--- src/rtl/mult_share_ctrl_pkg.sv ---
// Shared types and elaboration helpers for the round-robin multiplier-sharing controller.
package mult_share_ctrl_pkg;

  typedef enum logic [2:0] {
    S_IDLE   = 3'd0,
    S_ISSUE  = 3'd1,
    S_SETTLE = 3'd2,
    S_WAIT   = 3'd3,
    S_DONE   = 3'd4
  } state_e;

  // The multiplier product carries one guard bit above the natural 2*WIDTH width.
  function automatic bit res_w_ok(input int width, input int res_w);
    return res_w == 2 * width + 1;
  endfunction

  function automatic int idx_w(input int n);
    return (n > 1) ? $clog2(n) : 1;
  endfunction

endpackage

--- src/rtl/mult_share_ctrl_if.sv ---
// Requester-side and multiplier-side signals of the shared-multiplier controller.
interface mult_share_ctrl_if #(
  parameter int N_REQ = 4,
  parameter int WIDTH = 4,
  parameter int RES_W = 9
);
  logic [N_REQ-1:0]       req;
  logic [N_REQ*WIDTH-1:0] a_flat;
  logic [N_REQ*WIDTH-1:0] b_flat;
  logic [N_REQ-1:0]       gnt;
  logic [N_REQ-1:0]       done;
  logic [RES_W-1:0]       result_out;
  logic                   busy;
  logic [WIDTH-1:0]       mul_a;
  logic [WIDTH-1:0]       mul_b;
  logic                   mul_start;
  logic                   mul_ready;
  logic [RES_W-1:0]       mul_result;
  logic                   err;

  modport slave (
    input  req, a_flat, b_flat, mul_ready, mul_result,
    output gnt, done, result_out, busy, mul_a, mul_b, mul_start, err
  );

  modport master (
    output req, a_flat, b_flat, mul_ready, mul_result,
    input  gnt, done, result_out, busy, mul_a, mul_b, mul_start, err
  );
endinterface

--- src/rtl/mult_share_ctrl_rr_pick.sv ---
// Combinational round-robin picker: first set request at or after rr_ptr_i, wrapping.
module mult_share_ctrl_rr_pick #(
  parameter int N_REQ = 4,
  parameter int IDX_W = 2
) (
  input  logic [N_REQ-1:0] req_i,
  input  logic [IDX_W-1:0] rr_ptr_i,
  output logic [N_REQ-1:0] pick_o,
  output logic [IDX_W-1:0] idx_o,
  output logic             any_o
);

  function automatic logic [IDX_W-1:0] slot(input logic [IDX_W-1:0] base, input int k);
    int s;
    s = int'(base) + k;
    if (s >= N_REQ) s = s - N_REQ;
    return IDX_W'(s);
  endfunction

  always_comb begin
    pick_o = '0;
    idx_o  = '0;
    // Scan farthest-first so the nearest requester at or after the pointer wins.
    for (int k = N_REQ - 1; k >= 0; k--) begin
      for (int j = 0; j < N_REQ; j++) begin
        if (req_i[j] && (slot(rr_ptr_i, k) == IDX_W'(j))) begin
          pick_o    = '0;
          pick_o[j] = 1'b1;
          idx_o     = IDX_W'(j);
        end
      end
    end
  end

  assign any_o = |req_i;

endmodule

--- src/rtl/mult_share_ctrl.sv ---
// Round-robin controller time-sharing one sequential multiplier among N_REQ requesters.
// Optional watchdog on the multiplier wait is enabled by defining MSC_TIMEOUT_EN.
module mult_share_ctrl
  import mult_share_ctrl_pkg::*;
#(
  parameter int N_REQ   = 4,
  parameter int WIDTH   = 4,
  parameter int RES_W   = 9,
  parameter int TIMEOUT = 64
) (
  input  logic                clk,
  input  logic                reset,
  mult_share_ctrl_if.slave    bus
);

  localparam int IDX_W = idx_w(N_REQ);

  if (!res_w_ok(WIDTH, RES_W)) begin : g_bad_res_w
    $error("mult_share_ctrl: RES_W must equal 2*WIDTH+1");
  end
  if (N_REQ < 2 || N_REQ > 8 || TIMEOUT < 1) begin : g_bad_cfg
    $error("mult_share_ctrl: N_REQ must be 2..8 and TIMEOUT at least 1");
  end

  state_e           state_q;
  logic [N_REQ-1:0] gnt_q, done_q;
  logic [IDX_W-1:0] gidx_q, rr_ptr_q;
  logic [RES_W-1:0] res_q;
  logic             busy_q, mul_start_q;
  logic [WIDTH-1:0] mul_a_q, mul_b_q;

  logic [N_REQ-1:0] pick_d;
  logic [IDX_W-1:0] pick_idx_d;
  logic             any_d;
  logic [WIDTH-1:0] op_a_d, op_b_d;

  mult_share_ctrl_rr_pick #(.N_REQ(N_REQ), .IDX_W(IDX_W)) u_pick (
    .req_i    (bus.req),
    .rr_ptr_i (rr_ptr_q),
    .pick_o   (pick_d),
    .idx_o    (pick_idx_d),
    .any_o    (any_d)
  );

  always_comb begin
    op_a_d = '0;
    op_b_d = '0;
    for (int i = 0; i < N_REQ; i++) begin
      if (pick_d[i]) begin
        op_a_d = bus.a_flat[i*WIDTH +: WIDTH];
        op_b_d = bus.b_flat[i*WIDTH +: WIDTH];
      end
    end
  end

`ifdef MSC_TIMEOUT_EN
  localparam int TMO_W = $clog2(TIMEOUT) + 1;
  logic             err_q;
  logic [TMO_W-1:0] tmo_q;
`endif

  always_ff @(posedge clk or negedge reset) begin
    if (!reset) begin
      state_q     <= S_IDLE;
      gnt_q       <= '0;
      gidx_q      <= '0;
      rr_ptr_q    <= '0;
      done_q      <= '0;
      res_q       <= '0;
      busy_q      <= 1'b0;
      mul_a_q     <= '0;
      mul_b_q     <= '0;
      mul_start_q <= 1'b0;
`ifdef MSC_TIMEOUT_EN
      err_q       <= 1'b0;
      tmo_q       <= '0;
`endif
    end else begin
      mul_start_q <= 1'b0;
      done_q      <= '0;
      case (state_q)
        S_IDLE: begin
          if (any_d) begin
            gnt_q       <= pick_d;
            gidx_q      <= pick_idx_d;
            mul_a_q     <= op_a_d;
            mul_b_q     <= op_b_d;
            mul_start_q <= 1'b1;
            busy_q      <= 1'b1;
            state_q     <= S_ISSUE;
          end
        end
        S_ISSUE: state_q <= S_SETTLE;
        // The multiplier still shows its previous ready here, so it is not sampled.
        S_SETTLE: begin
`ifdef MSC_TIMEOUT_EN
          tmo_q <= '0;
`endif
          state_q <= S_WAIT;
        end
        S_WAIT: begin
          if (bus.mul_ready) begin
            res_q   <= bus.mul_result;
            done_q  <= gnt_q;
            state_q <= S_DONE;
          end
`ifdef MSC_TIMEOUT_EN
          else if (tmo_q == TMO_W'(TIMEOUT - 1)) begin
            err_q   <= 1'b1;
            res_q   <= '0;
            done_q  <= gnt_q;
            state_q <= S_DONE;
          end else begin
            tmo_q <= tmo_q + 1'b1;
          end
`endif
        end
        S_DONE: begin
          rr_ptr_q <= (gidx_q == IDX_W'(N_REQ - 1)) ? '0 : gidx_q + 1'b1;
          gnt_q    <= '0;
          busy_q   <= 1'b0;
          state_q  <= S_IDLE;
        end
        default: state_q <= S_IDLE;
      endcase
    end
  end

  assign bus.gnt        = gnt_q;
  assign bus.done       = done_q;
  assign bus.result_out = res_q;
  assign bus.busy       = busy_q;
  assign bus.mul_a      = mul_a_q;
  assign bus.mul_b      = mul_b_q;
  assign bus.mul_start  = mul_start_q;
`ifdef MSC_TIMEOUT_EN
  assign bus.err        = err_q;
`else
  assign bus.err        = 1'b0;
`endif

endmodule

--- src/flat_wrapper.sv ---
// flat-port wrapper written by rule: the top's interface ports become plain ports
module mult_share_ctrl_flat import mult_share_ctrl_pkg::*;
#(
  parameter int N_REQ   = 4,
  parameter int WIDTH   = 4,
  parameter int RES_W   = 9,
  parameter int TIMEOUT = 64
)
  (clk, reset, bus_req, bus_a_flat, bus_b_flat, bus_mul_ready, bus_mul_result, bus_gnt, bus_done, bus_result_out, bus_busy, bus_mul_a, bus_mul_b, bus_mul_start, bus_err);
  mult_share_ctrl_if #(.N_REQ(N_REQ), .WIDTH(WIDTH), .RES_W(RES_W)) bus_i ();
  input  logic clk;
  input  logic reset;
  input wire logic [$bits(bus_i.req)-1:0] bus_req;
  input wire logic [$bits(bus_i.a_flat)-1:0] bus_a_flat;
  input wire logic [$bits(bus_i.b_flat)-1:0] bus_b_flat;
  input wire logic [$bits(bus_i.mul_ready)-1:0] bus_mul_ready;
  input wire logic [$bits(bus_i.mul_result)-1:0] bus_mul_result;
  output wire logic [$bits(bus_i.gnt)-1:0] bus_gnt;
  output wire logic [$bits(bus_i.done)-1:0] bus_done;
  output wire logic [$bits(bus_i.result_out)-1:0] bus_result_out;
  output wire logic [$bits(bus_i.busy)-1:0] bus_busy;
  output wire logic [$bits(bus_i.mul_a)-1:0] bus_mul_a;
  output wire logic [$bits(bus_i.mul_b)-1:0] bus_mul_b;
  output wire logic [$bits(bus_i.mul_start)-1:0] bus_mul_start;
  output wire logic [$bits(bus_i.err)-1:0] bus_err;
  assign bus_i.req = bus_req;
  assign bus_i.a_flat = bus_a_flat;
  assign bus_i.b_flat = bus_b_flat;
  assign bus_i.mul_ready = bus_mul_ready;
  assign bus_i.mul_result = bus_mul_result;
  assign bus_gnt = bus_i.gnt;
  assign bus_done = bus_i.done;
  assign bus_result_out = bus_i.result_out;
  assign bus_busy = bus_i.busy;
  assign bus_mul_a = bus_i.mul_a;
  assign bus_mul_b = bus_i.mul_b;
  assign bus_mul_start = bus_i.mul_start;
  assign bus_err = bus_i.err;
  mult_share_ctrl #(.N_REQ(N_REQ), .WIDTH(WIDTH), .RES_W(RES_W), .TIMEOUT(TIMEOUT)) u_core (.clk(clk), .reset(reset), .bus(bus_i));
endmodule
--- config.mk ---
export PLATFORM = sky130hd
export DESIGN_NAME = mult_share_ctrl_flat
export DESIGN_NICKNAME = d
export VERILOG_FILES = /design/src/rtl/mult_share_ctrl_pkg.sv /design/src/rtl/mult_share_ctrl_if.sv /design/src/rtl/mult_share_ctrl_rr_pick.sv /design/src/rtl/mult_share_ctrl.sv /design/src/flat_wrapper.sv
export SDC_FILE = /design/constraint.sdc
export NUM_CORES = 1
export LEC_CHECK = 0
export ABC_AREA = 1
export CAP_MARGIN = 20
export CORE_MARGIN = 3
export CORE_UTILIZATION = 47
export DETAILED_ROUTE_END_ITERATION = 10
export PLACE_DENSITY = 0.95
export SYNTH_ARGS = -nofsm -noshare
export SYNTH_HDL_FRONTEND = slang
export SYNTH_SLANG_ARGS = --single-unit
--- constraint.sdc ---
create_clock -name clk -period 3.5 [get_ports clk]
set_input_delay 0.875 -clock clk [delete_from_list [all_inputs] [get_ports clk]]
set_output_delay 0.875 -clock clk [all_outputs]
set_load 0.02 [all_outputs]
**Yosys cells after proc, flatten, opt, wreduce, memory -nomap -nowiden**

Index checks and enable logic that the tools add are counted.

- Bits in registers: 34
- Latch bits: 0
- Bits in writable memories: 0
- Memory bits (read-only): 0
- Input bits: 48
- Memories kept: 0

- Add/sub/neg operators: 8
- Multipliers: 0
- Div/mod/pow operators: 0
- Order comparisons: 4
- Eq/ne operators: 19
- Shift-type cells: 0
- Muxes and demuxes: 55
- Bitwise logic cells: 0
- Reduce and logical (&&, ||, !) cells: 27

Operators with widths:

| cell | count |
|---|---|
| $mux 4 | 26 |
| $mux 2 | 19 |
| $eq 2x2->1 const B | 9 |
| $logic_and 1x1->1 | 16 |
| $pmux 3 s4 | 1 |
| $ge 3x3->1 const B | 3 |
| $eq 2x1->1 const B | 4 |
| $logic_not 2->1 | 4 |
| $pmux 4 s2 | 1 |
| $reduce_and 2->1 | 4 |
| $sub 2x1->2 const B | 4 |
| $add 2x2->3 const B | 2 |
| $eq 3x2->1 const B | 2 |
| $mux 3 | 2 |
| $mux 1 | 5 |
| $reduce_or 4->1 | 1 |
| $add 2x1->3 const B | 1 |
| $eq 3x1->1 const B | 1 |
| $eq 3x3->1 const B | 1 |
| $ge 2x3->1 const B | 1 |
| $logic_not 3->1 | 1 |
| $add 2x1->2 const B | 1 |
| $ne 2x1->1 const B | 1 |
| $ne 2x2->1 const B | 1 |
| 2 further kinds | 2 |

**Depth between registers and ports, before layout**

- Depth in word-level cells: 25
- Gate-level depth with buffers: 16
- Mapped depth without buffers: 15

**Hierarchy**

Synthesis repeated with hierarchy kept, for this count alone.

- Cell total of the unflattened synthesis: 286
- Area total of the unflattened synthesis: 1926.8 um2

By module, submodules not included:

| module | times used | cells an instance | area each (um2) |
|---|---|---|---|
| mult_share_ctrl | 1 | 213 | 1610.3 |
| mult_share_ctrl_rr_pick | 1 | 73 | 316.6 |

**Least setup slack after synthesis**

No wires, ideal clock.

- Path type: input to register
- Start point: in bus_req[1]
- End point: reg u_core.mul_a_q[2] (netlist: u_core.bus.mul_a[2])
- Library setup time: 0.065 ns
- Arrival: 1.875 ns
- Data required time: 3.435 ns
- Path slack: 1.560 ns
- Stages on the path: 9
- Buffers on the path: 2
- Cell sequence: buf_2 nor4_2 nor2_2 inv_2 buf_4 nand2_1 nand2_1 inv_1 nand2_1

- Cells in the longest elaborated chain, start to end: 20

Ends and longest elaborated chain:

| element | RTL line | source |
|---|---|---|
| start: declaration | flat_wrapper.sv:13 | `input wire logic [$bits(bus_i.req)-1:0] bus_req;` |
| $logic_and 1x1->1 | mult_share_ctrl_rr_pick.sv:26 | `if (req_i[j] && (slot(rr_ptr_i, k) == IDX_W'(j))) begin` |
| $mux 4 (15 in series) | mult_share_ctrl_rr_pick.sv:26 |  |
| $mux 4 (4 in series) | mult_share_ctrl.sv:49 | `if (pick_d[i]) begin` |
| end signal: assignment | mult_share_ctrl.sv:86 | `mul_a_q <= op_a_d;` |
| end: declaration | mult_share_ctrl.sv:30 | `logic [WIDTH-1:0] mul_a_q, mul_b_q;` |

Parallel ways exist; a longest one is shown, timed or not.
A chain may end at the register's enable or synchronous reset.

**Worst setup path after layout**

- Start point: in bus_req[1]
- End point: reg u_core.mul_a_q[0] (netlist: u_core.bus.mul_a[0])

The elaborated chain is that of the path after synthesis.

==> run summary <==
The flow ran to the end, and the final reports show no timing, DRC or antenna violations. The commonest register cell after synthesis was sky130_fd_sc_hd__dfrtp_1. The most common cell after layout, fill and taps aside is sky130_fd_sc_hd__nand2_1. The library cell contributing the largest single delay on the critical path is sky130_fd_sc_hd__clkdlybuf4s50_1.

The final route contains 1,952 vias. Setup violations remaining at the end of the flow were counted as 0. The number of gates resized after CTS is 0, and the hold buffer count at CTS is 0. The synthesized netlist devotes 0.659% of its cell area to adder and majority cells. At the end of the flow, the number of nets in the layout was 378. The post-synthesis share of cell area spent on and, or, nand and nor gates is 36.6%. Across the VDD grid, the largest voltage drop is 0.000499 V.

For the post-CTS setup-driven buffer insertion count, the log shows 0. Setup repair after global routing left no endpoint under its margin. The detailed router finished its first iteration with 133 violations. Power spread over the standard cell area amounts to 804 nW/um^2. The async set-or-reset flop fraction in the synthesized netlist works out to 100%.

The run gives 0 as the number of synthesis warnings. The top cell types in the final layout, fill and taps aside, are sky130_fd_sc_hd__nand2_1, sky130_fd_sc_hd__clkdlybuf4s50_1, sky130_fd_sc_hd__dfrtp_1, sky130_fd_sc_hd__nand3_1, sky130_fd_sc_hd__inv_1. Counting distinct cell types in the post-synthesis netlist gives 30.

The area used by multi-input combinational logic was 883 sq um. The startpoint-to-endpoint class of the critical path was input pin to flop. The logs give 370 for the placed instance count and 0 for the number of maximum-capacitance constraint violations. Summing the areas of all compound-gate instances in the mapped netlist gives 9.03% of the synthesized area. Cells with a size suffix above 1 make up 9.09% of the layout. Largest family of logic cells by synthesized area: simple AND/OR/NAND/NOR gates. The number of slew-limit violations in the final report was 0; the number of nets with antenna violations after routing was 0. Summed instance area of the synthesized netlist: 1900 sq um.

After the flow finishes, the layout carries non-filler instances totaling 378. Number of nets produced by synthesis: 304. The highest-utilization routing layer at the global route stage was met2.

In the global route stage, met3 resource usage came out at 6.96%. TritonCTS built the clock tree. Met1 global-route usage: 26.5%.

TritonCTS created 5 clock buffers. The worst hold path begins at u_core.bus.mul_a[1]. The launch point of the worst path is bus_req[1]. In the final layout, flip-flops and latches occupy 851 sq um. The sort of element at the end of the critical path is a flop. For the clock tree buffer depth, the log shows 2.

The number of buffers and inverters on the critical path is 2. Routability-driven placement finished with a final weighted congestion of 0.909. The quantity of I/O buffers inserted on ports is 74. The run gives 56.3% as the worst slew margin relative to its limit.

Buffer cell driving the clock tree root: sky130_fd_sc_hd__clkbuf_8. Of the total synthesized cell area, the portion taken by XOR and XNOR cells is 0%. The post-synthesis area per instance is 7.45 sq um, and the final global-route overflow total is 0.

During I/O placement, the number of pins put on the boundary was 76. Overall routing resource usage: 21.5%. The worst-margin pin slew works out to 0.655 ns.

The cell family contributing the most delay on the critical path was buffers and inverters. The portion of synthesized area spent on multiplexers is 0%. For this configuration, the core starts out at a cell density of 50.4%. The initial antenna violation count is 0.

The startpoint class of the critical path was an input pin. The wire length of the first global-routing pass was 8.43 mm; the delay of the slowest cell on the worst path was 0.63 ns. The floorplan die height was 69.6 um. Synthesis handed over a netlist of 255 instances.

For this design the static power due to leakage is 0.00133 uW. The CTS H-tree depth is 2. The tightest min-delay check is of the flop to flop type. The number of flops mapped to enable cells by yosys was 0; the DRC violation count after routing was 0. The initialized floorplan defines 22 standard-cell rows. The run gives 35 as the largest net degree at the start of global routing. The die covers 4840 sq um.

Relative to the synthesized area, the layout overhead comes to 44.3%. Largest fanout of any net on the critical path: 16. The routed length per placed instance came out at 13.3 um. Critical path arrival: 2.94 ns.

Synthesis inferred 34 register bits. For met2 alone, demand over resource in global routing was 35.5%. Final setup slack of the worst path: 0.773 ns. The clock drives 34 sinks. The total inserted antenna cells came out at 0. The total negative slack was 0 ns; the source-to-sink clock delay at the later pin of the worst-skew pair was 0.29 ns.

For this run, the detailed router's first-pass iteration total came to 4. Achievable clock frequency: 367 MHz. Counting I/O delays and the setup requirement, the final critical path takes 2.73 ns. The run gives 44.8% as the proportion of synthesized chip area in sequential cells. The largest clock skew in the final design was 0.00607 ns; the post-route clock period utilization was 77.9%.

Once layout is complete, the utilization of the core stands at 72.7%. The clock slew seen by the registers of the worst setup and hold paths is 0.07 ns, and the total half-perimeter wirelength after legalization and detailed placement is 3.74 mm. For the number of global-route vias before repair, the log shows 1,927.

The final-layout fill cell count came out at 274. In this run the horizontal extent of the chip is 69.6 um. The tools report the startpoint of the worst-slack reg-to-reg timing path as u_core.state_q[0]. For the worst setup path, the data required time is 3.71 ns. Pre-CTS setup slack: 0.508 ns.

In the routed layout, each cell is associated on average with a via count of 5.16. Traced cell by cell, the critical path runs through clkdlybuf4s50_1 -> nor4_2 -> nor2_2 -> inv_2 -> nor2_1 -> o21ai_0 -> o21bai_1. After detailed routing, the total wire length is 5.03 mm.

Count of endpoints failing hold in the final timing report: 0. The run gives 3770 sq um as the area of the core.
## layout make-up
cell class              instances  share of cell area (%)
inverters                      27                    3.88
repair buffers                 75                    27.3
clock buffers                   7                    3.15
flip-flops and latches         34                    31.1
multi-input cells             186                    32.2
well taps                      48                    2.19
clock inverters                 1                   0.183
## cell families after synthesis
| family | after synthesis |
|---|---|
| other | 1 |
| and+or+nand+nor | 155 |
| AOI/OAI and AO/OA | 29 |
| DFF | 34 |
| adders and majority gates | 1 |
| buffers and inverters | 35 |
## routing by layer
| metal | wire length [um] | share of wire [%] |
|---|---|---|
| met1 | 2110 | 42 |
| met2 | 2430 | 48 |
| met3 | 389 | 7.7 |
| met4 | 89 | 1.8 |
| met5 | 0 | 0 |
## cell usage after synthesis (2+ instances only)
cell                        n  area share (%)
sky130_fd_sc_hd__dfrtp_1   34              45
sky130_fd_sc_hd__buf_6      2             1.2
sky130_fd_sc_hd__nand3_2    5             2.6
sky130_fd_sc_hd__a31oi_1    2            0.66
sky130_fd_sc_hd__nand3_1   23             6.1
sky130_fd_sc_hd__o31ai_1    2            0.79
sky130_fd_sc_hd__o21ai_1    9             2.4
sky130_fd_sc_hd__buf_2      2            0.53
sky130_fd_sc_hd__inv_2      6             1.2
sky130_fd_sc_hd__o21bai_1   3             1.2
sky130_fd_sc_hd__inv_1     19             3.8
sky130_fd_sc_hd__o21ai_0    7             1.8
sky130_fd_sc_hd__nor2_1    17             3.4
sky130_fd_sc_hd__nand2_2    4             1.3
sky130_fd_sc_hd__nand2_1   97              19
sky130_fd_sc_hd__o22ai_1    3            0.99
sky130_fd_sc_hd__buf_4      3             1.2
sky130_fd_sc_hd__nand4_1    4             1.3
sky130_fd_sc_hd__nand2_4    2             1.2
## metrics by stage
step                      hold WS [ns]  area, sq um  total power, uW
after floorplan                  0.453         1900             1460
after global placement           0.462         2650             1860
after detailed placement         0.468         2650             1900
after CTS                        0.489         2740             2210
after global routing             0.507         2740             2380
final                            0.485         2740             2200
## final timing paths
kind | endpoint | slack, ns | cells past startpoint
min in group asynchronous | u_core.bus.mul_a[1] | 0.97 | 2
min reg2reg | u_core.bus.mul_a[1] | 0.49 | 2
max reg2reg | u_core.bus.mul_a[0] | 1.39 | 9
min | u_core.bus.mul_a[1] | 0.49 | 2
max | u_core.bus.mul_a[0] | 0.77 | 7
max in group asynchronous | u_core.bus.done[3] | 2.22 | 2
## report_power, final
part | switching (uW) | total [uW] | internal (uW)
Sequential | 123 | 678 | 555
Clock | 140 | 298 | 159
Combinational | 727 | 1230 | 500
## registers in the layout, indices dropped and copies added, names as in the netlist
name                   cells
u_core.bus.busy            1
u_core.bus.done            4
u_core.bus.gnt             4
u_core.bus.mul_a           4
u_core.bus.mul_b           4
u_core.bus.mul_start       1
u_core.bus.result_out      9
u_core.gidx_q              2
u_core.rr_ptr_q            2
u_core.state_q             3
## tightest hold or removal path, cell delays in order (launching register included)
cell and delay [ns]:
sky130_fd_sc_hd__dfrtp_1 0.34, sky130_fd_sc_hd__nand2_1 0.05, sky130_fd_sc_hd__nand2_1 0.06
Note: power is estimated with default switching activity, not from simulation.
